File: src/rtl/dmem_arbiter_pkg.sv
// Shared definitions for the data-memory arbiter: FSM state encoding and port indices.
package dmem_arbiter_pkg;

  typedef enum logic [1:0] {
    StIdle   = 2'd0,
    StAccess = 2'd1,
    StResp   = 2'd2
  } state_e;

  localparam logic PCpu = 1'b0;
  localparam logic PDma = 1'b1;

endpackage

File: src/rtl/dmem_arbiter_rr_arb2.sv
// Two-way request picker: single request wins outright; ties resolved by fixed priority
// (port 0) or by alternating away from the last granted port.
module rr_arb2 (
  input  logic [1:0] req,
  input  logic       last,
  input  logic       fixed,
  output logic       gnt,
  output logic       valid
);
  import dmem_arbiter_pkg::*;

  always_comb begin
    valid = |req;
    gnt   = PCpu;
    case (req)
      2'b10:   gnt = PDma;
      2'b11:   gnt = fixed ? PCpu : ~last;
      default: gnt = PCpu;
    endcase
  end

endmodule

File: src/rtl/dmem_arbiter.sv
// Arbitrates two req/ack requesters onto a single-port data memory; one transaction per
// IDLE -> ACCESS -> RESP pass, with read data returned from a register in RESP.
module dmem_arbiter #(
  parameter bit          FIXED_PRIO = 1'b0,
  parameter int unsigned AW         = 10,
  parameter int unsigned DW         = 32
) (
  input  logic          clk,
  input  logic          rst,
  input  logic          req0,
  input  logic          we0,
  input  logic [AW-1:0] addr0,
  input  logic [DW-1:0] wdata0,
  output logic          ack0,
  output logic [DW-1:0] rdata0,
  input  logic          req1,
  input  logic          we1,
  input  logic [AW-1:0] addr1,
  input  logic [DW-1:0] wdata1,
  output logic          ack1,
  output logic [DW-1:0] rdata1,
  output logic [AW-1:0] mem_addr,
  output logic [DW-1:0] mem_wdata,
  output logic          mem_wr,
  output logic          mem_rd,
  input  logic [DW-1:0] mem_rdata,
  output logic          busy
);
  import dmem_arbiter_pkg::*;

  state_e        r_state, w_state_next;
  logic          r_gnt, r_we, r_last;
  logic [AW-1:0] r_addr;
  logic [DW-1:0] r_wdata, r_rd;
  logic          w_gnt, w_valid, w_latch;
  logic [DW-1:0] w_resp_data;

  rr_arb2 u_rr_arb2 (
    .req   ({req1, req0}),
    .last  (r_last),
    .fixed (FIXED_PRIO),
    .gnt   (w_gnt),
    .valid (w_valid)
  );

  always_ff @(posedge clk or posedge rst) begin
    if (rst) begin
      r_state <= StIdle;
    end else begin
      r_state <= w_state_next;
    end
  end

  always_ff @(posedge clk or posedge rst) begin
    if (rst) begin
      r_gnt   <= PCpu;
      r_we    <= 1'b0;
      r_addr  <= '0;
      r_wdata <= '0;
      r_rd    <= '0;
      r_last  <= PDma;
    end else begin
      if (w_latch) begin
        r_gnt   <= w_gnt;
        r_we    <= w_gnt ? we1 : we0;
        r_addr  <= w_gnt ? addr1 : addr0;
        r_wdata <= w_gnt ? wdata1 : wdata0;
        r_last  <= w_gnt;
      end
      if (r_state == StAccess && !r_we) begin
        r_rd <= mem_rdata;
      end
    end
  end

  // Write transactions hand back zero rather than stale read data.
  assign w_resp_data = r_we ? '0 : r_rd;

  // All memory strobes and acks come from registered state only, so a reset drops them at once.
  always_comb begin
    w_state_next = r_state;
    w_latch      = 1'b0;
    ack0         = 1'b0;
    ack1         = 1'b0;
    rdata0       = '0;
    rdata1       = '0;
    mem_addr     = '0;
    mem_wdata    = '0;
    mem_wr       = 1'b0;
    mem_rd       = 1'b0;
    busy         = 1'b0;
    case (r_state)
      StIdle: begin
        if (w_valid) begin
          w_latch      = 1'b1;
          w_state_next = StAccess;
        end
      end
      StAccess: begin
        busy         = 1'b1;
        mem_addr     = r_addr;
        mem_wdata    = r_wdata;
        mem_wr       = r_we;
        mem_rd       = ~r_we;
        w_state_next = StResp;
      end
      StResp: begin
        busy         = 1'b1;
        w_state_next = StIdle;
        if (r_gnt == PDma) begin
          ack1   = 1'b1;
          rdata1 = w_resp_data;
        end else begin
          ack0   = 1'b1;
          rdata0 = w_resp_data;
        end
      end
      default: w_state_next = StIdle;
    endcase
  end

endmodule
File: config.mk
export PLATFORM = sky130hd
export DESIGN_NAME = dmem_arbiter
export DESIGN_NICKNAME = d
export VERILOG_FILES = /design/src/rtl/dmem_arbiter_pkg.sv /design/src/rtl/dmem_arbiter_rr_arb2.sv /design/src/rtl/dmem_arbiter.sv
export SDC_FILE = /design/constraint.sdc
export NUM_CORES = 1
export LEC_CHECK = 0
export BUFFER_PORTS_ARGS = -buffer_cell sky130_fd_sc_hd__buf_4
export CORE_MARGIN = 3
export CORE_UTILIZATION = 45
export CTS_CLUSTER_DIAMETER = 60
export DETAILED_ROUTE_END_ITERATION = 8
export PLACE_DENSITY = 0.85
export SLEW_MARGIN = 20
export SYNTH_ARGS = -nofsm -noshare
export SYNTH_HDL_FRONTEND = slang
export SYNTH_SLANG_ARGS = --single-unit
File: constraint.sdc
create_clock -name clk -period 5.75 [get_ports clk]
set_clock_uncertainty 0.1 [all_clocks]
set_input_delay 1.15 -clock clk [delete_from_list [all_inputs] [get_ports clk]]
set_output_delay 1.15 -clock clk [all_outputs]
set_load 0.02 [all_outputs]
==> metrics, run 1 <==
CTS tree yes; final hold vios 0; top post-synthesis cells by area dfrtp_1, and2_1, a21oi_1; Max clock buf depth 2; Routed Antenna Nets 0; gr usage total 0.234; largest net degree at the start of global routing 80; Post-CTS Resized 0; Core Rows 34; cts hold-fix bufs 0; chip width 102 um; DR vias/cell 5.03; htree depth 3; number of synthesized flops with an enable pin 0; Post-Syn Instances 447; Core ar. 8810 um^2; final setup TNS 0 ps; Final Cycle Share 0.597; share of layout cells above drive strength 1 0.441; CP Capture Type output pin; DP HPWL 8930 um; number of I/O port buffers 232; Root Buffer Master clkbuf_8; drt drc 0; reg-to-reg slack, setup 3590 ps; # Post-CTS Setup Buffers 0; area leader, netlist dfrtp_1; first-pass GRT wire length 18900 um; Routed WL per cell 15.9 um; fin util 0.702; antenna cells 0; Post-synth ARST share 1.00; Clock Pin Slew Worst Setup and Hold Paths 80 ps; met1 global-route usage 0.281; Num CTS Buffers 9; most frequent cell after synthesis and2_1; CP startpoint kind flip-flop; Worst slew margin 0.406; sequential area share after synthesis 0.480; GP Congestion 0.808; Seq cells post-synth 79; WS Path Type reg -> out; fin. max-slew vios 0; met2 Use GR 0.408; Main synth FF type dfrtp_1; count of nets after finishing 790; post-synth cell types 23; Max VDD drop 0.000245 V; Syn Nets 573; Initial Utilization 0.468; Max Cap Viol 0; busiest grt layer met2; placed cells 758; Clk Latency, worst-skew pair 330 ps; Worst Hold Class reg -> reg; Max Fclk 0.291 GHz; min cycle time layout 3430 ps; # IOs 233; final setup fails 0; fill count 673; vias in the first global route 3841; most frequent cells after synthesis and2_1, a21oi_1, dfrtp_1; GR Util met3 0.0661; Area Growth Syn to Fin 50.0%; status complete, no violations; Iteration-0 DRC Markers 122; Cell Count, Final, Fillers Out 777; vias 3909; mean post-synth cell area 9.23 um^2; slew at the pin closest to its max-slew limit 892 ps; First-pass DRT Iterations 4; Worst EP required 4500 ps; YS warnings 0; Final Routed Wirelength 12400 um; CP max FO 32; Worst EP arrival 2180 ps; die area 10300 um^2; top cell type's share of synthesized area 0.473; Syn Std Cell Area 4120 um^2; Leak 0.00312 uW; total gr overflow 0; Tot Pwr 2980 uW; Clock Sinks 79; die height 102 um; initial antenna violation count 0; RSZ-0062 raised after global routing no; PD cells 482 nW/um^2
[cell type report]
class	instances	area, um^2	share of cell area
clock buffers	11	141	0.0229
repair buffers	240	1860	0.301
inverters	3	12.5	0.00202
flip-flops and latches	79	1980	0.320
clock inverters	5	81.3	0.0131
multi-input cells	331	1970	0.319
well taps	108	135	0.0218
[sequential cells by signal, summed over array words and instances, names as in the netlist]
register / flops
r_gnt: 1
r_addr: 10
r_rd: 32
r_we: 1
r_last: 1
r_wdata: 32
r_state: 2
[cells in the final DEF (no fill, tap or decap), drive strengths merged, types with 2 or more instances in the layout]
| cell type | n |
|---|---|
| nor2 | 44 |
| nor2b | 2 |
| dfrtp | 78 |
| mux2 | 33 |
| clkinv | 3 |
| ha | 4 |
| a21boi | 2 |
| nand2 | 44 |
| inv | 2 |
| and2 | 108 |
| buf | 240 |
| clkbuf | 11 |
| a21oi | 87 |
| bufinv | 2 |
[critical path, cell delays in order (launching register included)]
cell	delay [ps]
dfrtp_1	400
inv_1	110
ha_1	210
and3b_1	730
and2_1	240
buf_4	140
[logic make-up (layout without fill, tap and decap cells)]
logic type	Yosys count	count (layout)	synth area share
and+or+nand+nor	200	200	0.251
AOI/OAI and AO/OA	94	94	0.122
DFF	79	79	0.480
buffers and inverters	37	259	0.0452
muxes	33	33	0.0901
adders and majority gates	4	4	0.0121
[power by group]
part | leakage, uW | internal [uW] | switching [uW]
sequential | 0.000907 | 844 | 174
combinational | 0.00210 | 695 | 810
clock | 0.000110 | 257 | 200
total | 0.00312 | 1800 | 1180
[worst paths after layout]
check	start	end	depth (start not counted)
worst max-delay path	r_state[0]$_DFFE_PP0P_	rdata1[2]	5
min in group asynchronous	rst	r_addr[6]$_DFFE_PP0P_	3
max in group asynchronous	rst	r_last$_DFFE_PP1P_	4
worst min-delay path	r_rd[27]$_DFFE_PP0P_	r_rd[27]$_DFFE_PP0P_	1
worst max register to register	r_state[0]$_DFFE_PP0P_	r_wdata[27]$_DFFE_PP0P_	6
worst min register to register	r_rd[27]$_DFFE_PP0P_	r_rd[27]$_DFFE_PP0P_	1
[per-stage QoR]
| step | worst slack, ps | area, um^2 | hold slack [ps] |
|---|---|---|---|
| after floorplan | 2480 | 4120 | 386 |
| after global placement | 2840 | 5880 | 398 |
| after detailed placement | 2620 | 5880 | 405 |
| after CTS | 2250 | 6100 | 424 |
| after global routing | 2130 | 6180 | 445 |
| final | 2320 | 6180 | 419 |
[metal layers]
metal / wire length (um) / vias to the layer above
met1: 4690 / 1822
met4: 184 / 0
met5: 0 / -
li1: - / 1886
met3: 1180 / 14
met2: 6310 / 187
No activity file was read; power rests on OpenSTA's default activity.
==> run 2, diff against run 1 <==
--- a/config.mk
+++ b/config.mk
@@ -7,10 +7,10 @@
 export LEC_CHECK = 0
 export BUFFER_PORTS_ARGS = -buffer_cell sky130_fd_sc_hd__buf_4
 export CORE_MARGIN = 3
-export CORE_UTILIZATION = 45
+export CORE_UTILIZATION = 40
 export CTS_CLUSTER_DIAMETER = 60
 export DETAILED_ROUTE_END_ITERATION = 8
-export PLACE_DENSITY = 0.85
+export PLACE_DENSITY = 0.81
 export SLEW_MARGIN = 20
 export SYNTH_ARGS = -nofsm -noshare
 export SYNTH_HDL_FRONTEND = slang
==> constraint.sdc (replaced) <==
create_clock -name clk -period 2.9 [get_ports clk]
set_clock_uncertainty 0.1 [all_clocks]
set_input_delay 0.58 -clock clk [delete_from_list [all_inputs] [get_ports clk]]
set_output_delay 0.58 -clock clk [all_outputs]
set_load 0.02 [all_outputs]
==> metrics, run 2 (synthesis results as in run 1) <==
Worst path max stage delay 410 ps (-320 ps); setup ws final 417 ps (-1900 ps); first-pass GRT wire length 18400 um (-2.8%); slowest CP cell dfrtp_1; final setup TNS 0 ps (unchanged); CP startpoint kind flip-flop; Num CTS Buffers 9 (unchanged); Core Rows 36 (+5.9%); Max Fclk 0.403 GHz; initial antenna violation count 0 (unchanged); final setup fails 0 (unchanged); share of layout cells above drive strength 1 0.444 (+0.00332); reg-to-reg slack, setup 930 ps (-2660 ps); Initial Utilization 0.416 (-0.0522); Final Routed Wirelength 11900 um (-3.6%); worst-path cell chain inv_1 > ha_1 > nor3b_4 > buf_4 > and2_1 > buf_4; Leak 0.00314 uW (+0.61%); largest net degree at the start of global routing 54 (-33%); fill count 841 (+25%); min cycle time layout 2480 ps; Core ar. 9910 um^2 (+13%); # IOs 233 (unchanged); fin. max-slew vios 0 (unchanged); vias in the first global route 3710 (-3.4%); Clk Latency, worst-skew pair 340 ps (about the same); most common cell after layout, fill and taps aside buf_4; gr usage total 0.199 (-0.0347); WS Path Type reg -> out; Max clock buf depth 2 (unchanged); Area Growth Syn to Fin 50.9%; antenna cells 0 (unchanged); CP max FO 21 (-34%); hold slack 156 ps (-263 ps); vias 3959 (+1.3%); Worst slew margin 0.424 (+0.0188); Worst EP arrival 1800 ps (-380 ps); total gr overflow 0 (unchanged); CTS tree yes; number of I/O port buffers 232 (unchanged); DP HPWL 9100 um (+1.9%); Max Cap Viol 0 (unchanged); Root Buffer Master clkbuf_8; count of nets after finishing 794 (+0.51%); Routed Antenna Nets 0 (unchanged); Clock Sinks 79 (unchanged); CP Capture Type output pin; chip width 108 um (+5.7%); commonest non-fill, non-tap cells in the layout buf_4, and2_1, a21oi_1; Final Cycle Share 0.856; most common cell type on the critical path buf_4; Iteration-0 DRC Markers 144 (+18%); Worst EP required 2220 ps (-2280 ps); R2R depth 6 (unchanged); Place WS 425 ps (-2190 ps); slew at the pin closest to its max-slew limit 864 ps (-28.1 ps); biggest regs r_rd x32, r_wdata x32, r_addr x10; htree depth 3 (unchanged); status complete, no violations; GP Congestion 0.758 (-6.2%); final hold vios 0 (unchanged); Tot Pwr 5920 uW (+99%); die area 11600 um^2 (+12%); r2r startpoint r_state[1]$_DFFE_PP0P_; reg2reg end r_rd[12]$_DFFE_PP0P_; die height 108 um (+5.7%); drt drc 0 (unchanged); Max VDD drop 0.000406 V (+66%); DR vias/cell 4.91 (-2.4%); First-pass DRT Iterations 5 (+1); PD cells 951 nW/um^2 (+97%); Clock Pin Slew Worst Setup and Hold Paths 80 ps (about the same); Worst Hold Class in -> async; RSZ-0062 raised after global routing no; Routed WL per cell 14.8 um (-7.0%)
-- run 2: metal layers --
layer	global-route usage	share of wire	vias up
li1	-	-	1893
met1	0.238	0.39	1881
met2	0.355	0.51	174
met3	0.0450	0.086	11
met4	0.0613	0.013	0
met5	0	0	-
-- run 2: how the worst max path moves through the flow --
stage,endpoint,cells past startpoint,start,slack (ps)
after floorplan,r_addr[0]$_DFFE_PP0P_,1,rst,200
after CTS,rdata0[7],6,r_state[0]$_DFFE_PP0P_,40
after global placement,rdata0[6],6,r_state[0]$_DFFE_PP0P_,580
after global routing,rdata0[7],6,r_state[0]$_DFFE_PP0P_,260
after detailed placement,rdata0[7],6,r_state[0]$_DFFE_PP0P_,430
final,rdata0[7],6,r_state[0]$_DFFE_PP0P_,420
-- run 2: critical path, delay by kind of cell, from the launching register on --
kind,cells,cell delay [ps]
adder cells (fa/ha/maj),1,200
buffers and inverters,3,490
flip-flops,1,410
AND/OR/NAND/NOR,2,380
-- run 2: cell type report --
class | instances | area (um^2) | area share
clock buffer | 14 | 183 | 0.0293
clock inverter | 2 | 60.1 | 0.00965
inverter | 3 | 12.5 | 0.00201
multi-input combinational | 331 | 1980 | 0.318
sequential | 79 | 1980 | 0.318
tap | 133 | 166 | 0.0267
timing repair buffer | 244 | 1840 | 0.296
-- run 2: power breakdown --
group	internal, uW	switching, uW
registers	1670	328
logic	1370	1580
clock network	580	384
total	3630	2290
-- run 2: stage by stage --
stage                     cell area, um^2   util  instances
after floorplan                      4120      -        447
after global placement               5970  0.602        789
after detailed placement             5970  0.602        789
after CTS                            6210  0.627        805
after global routing                 6220  0.628        806
final                                6220  0.628        806
-- run 2: timing repair --
action	4_1_cts	5_1_grt
gates resized for setup	0	1
buffers inserted	0	1
hold buffers	0	0
endpoints found under the setup margin	0	21
